==> src/rtl/mouse_frame_ctl_pkg.sv <==
// mouse_frame_ctl_pkg: shared widths and fire FSM state type for the player input path
package mouse_frame_ctl_pkg;
    localparam int POS_W      = 11;
    localparam int COOL_CNT_W = 4;
    typedef enum logic [1:0] {IDLE, REQ, COOL} fire_state_t;
endpackage

==> src/rtl/mouse_frame_ctl_pos_clamp.sv <==
// pos_clamp: combinational unsigned clamp of val into [LO, HI]; val in, clamped out
module pos_clamp
    import mouse_frame_ctl_pkg::*;
#(
    parameter int LO = 0,
    parameter int HI = (1 << POS_W) - 1
) (
    input  logic [POS_W-1:0] val,
    output logic [POS_W-1:0] clamped
);
    always_comb clamped = int'(val) < LO ? POS_W'(LO) : int'(val) > HI ? POS_W'(HI) : val;
endmodule

==> src/rtl/mouse_frame_ctl.sv <==
// mouse_frame_ctl: per-frame position capture with clamping and a fire req/ack handshake with cooldown
//   pclk, rst_n                  clock, async active-low reset
//   vblnk_in                     vertical blanking; rising edge triggers a capture
//   xpos_in, ypos_in, left_in    registered mouse state
//   shot_ack                     bullet engine acceptance pulse
//   xpos_out, ypos_out           clamped positions, stable for a frame
//   frame_tick                   one-cycle pulse when new positions appear
//   fire_req                     shot request, held until acknowledged
module mouse_frame_ctl
    import mouse_frame_ctl_pkg::*;
#(
    parameter int X_MIN           = 0,
    parameter int X_MAX           = 767,
    parameter int Y_MIN           = 400,
    parameter int Y_MAX           = 567,
    parameter int COOLDOWN_FRAMES = 8
) (
    input  logic             pclk,
    input  logic             rst_n,
    input  logic             vblnk_in,
    input  logic [POS_W-1:0] xpos_in,
    input  logic [POS_W-1:0] ypos_in,
    input  logic             left_in,
    input  logic             shot_ack,
    output logic [POS_W-1:0] xpos_out,
    output logic [POS_W-1:0] ypos_out,
    output logic             frame_tick,
    output logic             fire_req
);
    localparam logic [COOL_CNT_W-1:0] CNT_LOAD = COOL_CNT_W'(COOLDOWN_FRAMES - 1);
    logic                  vblnk_d;
    logic                  capture;
    logic [POS_W-1:0]      x_cl, y_cl;
    fire_state_t           state, state_nxt;
    logic [COOL_CNT_W-1:0] cnt, cnt_nxt;
    assign capture  = vblnk_in & ~vblnk_d;
    assign fire_req = state == REQ;
    pos_clamp #(.LO(X_MIN), .HI(X_MAX)) u_x (.val(xpos_in), .clamped(x_cl));
    pos_clamp #(.LO(Y_MIN), .HI(Y_MAX)) u_y (.val(ypos_in), .clamped(y_cl));
    // vblnk_d resets high so a blanking level already present at release is not an edge
    always_ff @(posedge pclk or negedge rst_n) begin
        if (!rst_n) begin
            vblnk_d    <= 1'b1;
            xpos_out   <= POS_W'(X_MIN);
            ypos_out   <= POS_W'(Y_MIN);
            frame_tick <= 1'b0;
            state      <= IDLE;
            cnt        <= '0;
        end else begin
            vblnk_d    <= vblnk_in;
            frame_tick <= capture;
            if (capture) begin
                xpos_out <= x_cl;
                ypos_out <= y_cl;
            end
            state <= state_nxt;
            cnt   <= cnt_nxt;
        end
    end
    // an ack in REQ wins over a coincident capture, so the cooldown starts full
    always_comb begin
        state_nxt = state;
        cnt_nxt   = cnt;
        case (state)
            IDLE: state_nxt = capture && left_in ? REQ : IDLE;
            REQ: begin
                state_nxt = shot_ack ? COOL : REQ;
                cnt_nxt   = shot_ack ? CNT_LOAD : cnt;
            end
            COOL: begin
                state_nxt = capture && cnt == '0 ? IDLE : COOL;
                cnt_nxt   = capture && cnt != '0 ? cnt - 1'b1 : cnt;
            end
            default: state_nxt = IDLE;
        endcase
    end
endmodule

==> config.mk <==
export PLATFORM = sky130hd
export DESIGN_NAME = mouse_frame_ctl
export DESIGN_NICKNAME = d
export VERILOG_FILES = /design/src/rtl/mouse_frame_ctl_pkg.sv /design/src/rtl/mouse_frame_ctl_pos_clamp.sv /design/src/rtl/mouse_frame_ctl.sv
export SDC_FILE = /design/constraint.sdc
export NUM_CORES = 1
export LEC_CHECK = 0
export ABC_CLOCK_PERIOD_IN_PS = 3700
export BUFFER_PORTS_ARGS = -buffer_cell sky130_fd_sc_hd__buf_2
export CORE_MARGIN = 4
export CORE_UTILIZATION = 50
export CTS_BUF_LIST = sky130_fd_sc_hd__clkbuf_16
export CTS_CLUSTER_SIZE = 14
export DETAILED_ROUTE_END_ITERATION = 8
export GPL_ROUTABILITY_DRIVEN = 0
export HOLD_SLACK_MARGIN = 0.08
export PLACE_DENSITY = 0.8
export SLEW_MARGIN = 10
export SYNTH_ARGS = -nofsm -noshare
export SYNTH_HDL_FRONTEND = slang
export SYNTH_SLANG_ARGS = --single-unit
export TNS_END_PERCENT = 1
==> constraint.sdc <==
create_clock -name pclk -period 3.7 [get_ports pclk]
set_clock_uncertainty 0.2 [all_clocks]
set_input_delay 0.555 -clock pclk [delete_from_list [all_inputs] [get_ports pclk]]
set_output_delay 0.555 -clock pclk [all_outputs]
set_load 0.05 [all_outputs]
==> results.json <==
{
  "status": "completed",
  "syn-cell-area_um2": 1280,
  "clockBufferDepth": 2,
  "ctsResizeCount": 0,
  "layout.nets": 197,
  "core_area_um2": 2450,
  "cts.clk_slew.worst_paths_ns": 0.05,
  "via_per_inst": 5.51,
  "drtPass1Iterations": 4,
  "layout_min_cycle_time_ns": 2.10,
  "swShare": 0.318,
  "crit_slowest_cell": "dfstp_2",
  "syn_to_final_growth_pct": 31.6,
  "overflow": 0,
  "pwr-share-seq": 0.408,
  "ys_ff_latch": 30,
  "r2r_cells": 4,
  "cts_tree": "yes",
  "initial_core_util": 0.521,
  "wire_per_inst_um": 15.1,
  "slew_headroom": 0.571,
  "pwr-share-clk": 0.356,
  "drtAntennaViolNets": 0,
  "yosysTopAreaCell": "dfrtp_1",
  "layout.cells.non_filler": 200,
  "hp-class": "primary input to async pin",
  "pwr-share-comb": 0.236,
  "ys_seq_area_frac": 0.590,
  "hpwl_um": 2140,
  "critPathKind": "flop to flop",
  "period_share": 0.568,
  "synth_top_cell_area_share": 0.508,
  "io_pins": 51,
  "clk_latency_ns": 0.27,
  "grt_max_degree": 31,
  "hold_buffers": 0,
  "antenna_cells": 0,
  "cp.required_ns": 3.70,
  "maxSlewViolCount": 0,
  "tns_ns": 0,
  "clock.fmax_mhz": 476,
  "fill_cells": 199,
  "p_per_area_nw_per_um2": 614,
  "p_int_uw": 705,
  "slowest_delay_ns": 0.52,
  "grt_pass1_wl_um": 4800,
  "syn_inst": 117,
  "crit_chain": "nand2b_1, inv_2, nand2_1, o22a_1",
  "setup_viol": 0,
  "rsz0062_at_grt": "no",
  "dpl.cell_count": 192,
  "cts_setup_buffers": 0,
  "die_area_um2": 3430,
  "hold_viol": 0,
  "die_x_um": 58.6,
  "numCtsBuffers": 5,
  "worst_slew_pin_slew_ns": 0.643,
  "synth_fp_nets": 145,
  "drv_cap": 0,
  "pre_cts_ws_ns": 1.48,
  "ir_drop_mv": 0.470,
  "grt_usage": 0.192,
  "final_area_um2": 1680,
  "wl_um": 3010,
  "synth_area_leaders": "dfrtp_1 51%, dfstp_2 8.2%, o22a_1 6.2%",
  "final_util": 0.686,
  "static-leakage-power_nw": 0.818,
  "drc": 0,
  "antenna_found_initial": 0,
  "power.switching_uw": 329,
  "critPathLaunchType": "flop",
  "setup_ws_ns": 1.60,
  "yosysUniqueCellTypes": 37,
  "drive_gt1_frac": 0.376,
  "critPathMaxFanout": 18,
  "initialDrtViolationCount": 36,
  "die_h_um": 58.6,
  "rows": 18,
  "cp.arrival_ns": 2.10,
  "setup.worst_path.end_class": "flop",
  "first_global_vias": 1103,
  "avgSynthCellArea_um2": 10.9,
  "placed_area_um2": 1550,
  "yosysWarnings": 0,
  "htree_levels": 2,
  "cts_num_sinks": 30,
  "vias": 1102,
  "port_buffers": 50,
  "cts-root-buf": "clkbuf_16"
}
[layout make-up]
cell class / count / area [µm²] / area share
clock buffer: 5 / 125 / 0.0743
clock inverter: 3 / 12.5 / 0.00743
inverter: 4 / 15.0 / 0.00892
multi-input combinational: 78 / 488 / 0.290
sequential: 30 / 756 / 0.449
tap: 30 / 37.5 / 0.0223
timing repair buffer: 50 / 250 / 0.149
[layout by cell type, fill, tap and decap left out, types with 2 or more instances in the layout]
master and count:
buf_2 50, dfrtp_1 26, nand2_1 13, nor2_1 9, o22a_1 9, a21oi_1 8, clkbuf_16 5, inv_1 4
dfstp_2 4, o21ai_0 3, o21ai_1 3, mux2i_1 3, a22oi_1 3, nand2b_1 2, nor3b_1 2, nand3_1 2
and2_1 2, nor3_1 2
[metrics by stage]
step	total power, mW	hold slack (ns)
2_1_floorplan	0.597	0.0594
3_3_place_gp	0.659	0.249
3_5_place_dp	0.670	0.246
4_1_cts	1.04	0.128
5_1_grt	1.09	0.156
6_report	1.03	0.109
[power groups by stage]
| stage | registers [mW] | clock network (mW) | logic, mW |
|---|---|---|---|
| 4_1_cts | 0.421 | 0.376 | 0.247 |
| 2_1_floorplan | 0.498 | 0 | 0.0983 |
| 6_report | 0.422 | 0.368 | 0.244 |
| 3_3_place_gp | 0.422 | 0 | 0.237 |
| 5_1_grt | 0.428 | 0.395 | 0.268 |
| 3_5_place_dp | 0.425 | 0 | 0.244 |
[worst paths after layout]
check                      slack, ns         from          end
setup / recovery                1.60      vblnk_d  xpos_out[0]
hold / removal                  0.11        rst_n       cnt[2]
setup reg to reg                1.60      vblnk_d  xpos_out[0]
hold reg to reg                 0.26  ypos_out[7]  ypos_out[7]
max in group asynchronous       2.78        rst_n  ypos_out[3]
min in group pclk               0.21     vblnk_in      vblnk_d
[logic make-up (layout without fill, tap and decap cells)]
kind of cell             count (synthesis)  count (layout)  synth area share
adder cells (fa/ha/maj)                  1               1           0.00977
AND/OR/NAND/NOR                         40              40             0.160
AO/OA/AOI/OAI                           33              33             0.179
buffers and inverters                    9              62            0.0283
flip-flops                              30              30             0.590
multiplexers                             4               4            0.0323
[cells in the mapped netlist]
| cell type | count |
|---|---|
| dfstp_2 | 4 |
| buf_1 | 1 |
| or2_2 | 1 |
| o21ai_0 | 3 |
| nand2b_1 | 2 |
| inv_1 | 3 |
| o21ai_1 | 3 |
| or2_1 | 1 |
| o2bb2ai_1 | 1 |
| nand3_1 | 2 |
| o21a_1 | 1 |
| o311a_1 | 1 |
| a22oi_1 | 3 |
| nor2_1 | 9 |
| nand4bb_1 | 1 |
| nand2_1 | 13 |
| and3_1 | 1 |
| nor2b_1 | 1 |
| a21oi_1 | 8 |
| nor3b_1 | 2 |
| mux2_2 | 1 |
| a21o_1 | 1 |
| mux2i_1 | 3 |
| dfrtp_1 | 26 |
| or3_1 | 1 |
| o311ai_0 | 1 |
| clkbuf_1 | 2 |
| a22o_1 | 1 |
| ha_1 | 1 |
| and2_1 | 2 |
| o22ai_1 | 1 |
| inv_2 | 1 |
| o22a_1 | 9 |
| buf_2 | 2 |
| and3b_1 | 1 |
| or4_4 | 1 |
| nor3_1 | 2 |
[state kept, by name, indices dropped and copies added, names as in the netlist]
signal and count:
cnt 4, frame_tick 1, state 2, vblnk_d 1, xpos_out 11, ypos_out 11
[metal layers]
metal | track usage | vias up | wire [µm]
li1 | - | 523 | -
met5 | 0 | - | 0
met4 | 0.0939 | 0 | 53
met2 | 0.306 | 39 | 1520
met1 | 0.221 | 534 | 1200
met3 | 0.0833 | 6 | 235
[critical path: cells and delay by family, from the launching register on]
family | cells | cell delay [ns]
buf+inv | 1 | 0.29
compound gates | 1 | 0.20
flops | 1 | 0.52
simple gates | 2 | 0.81
(Power assumes the default switching activity.)
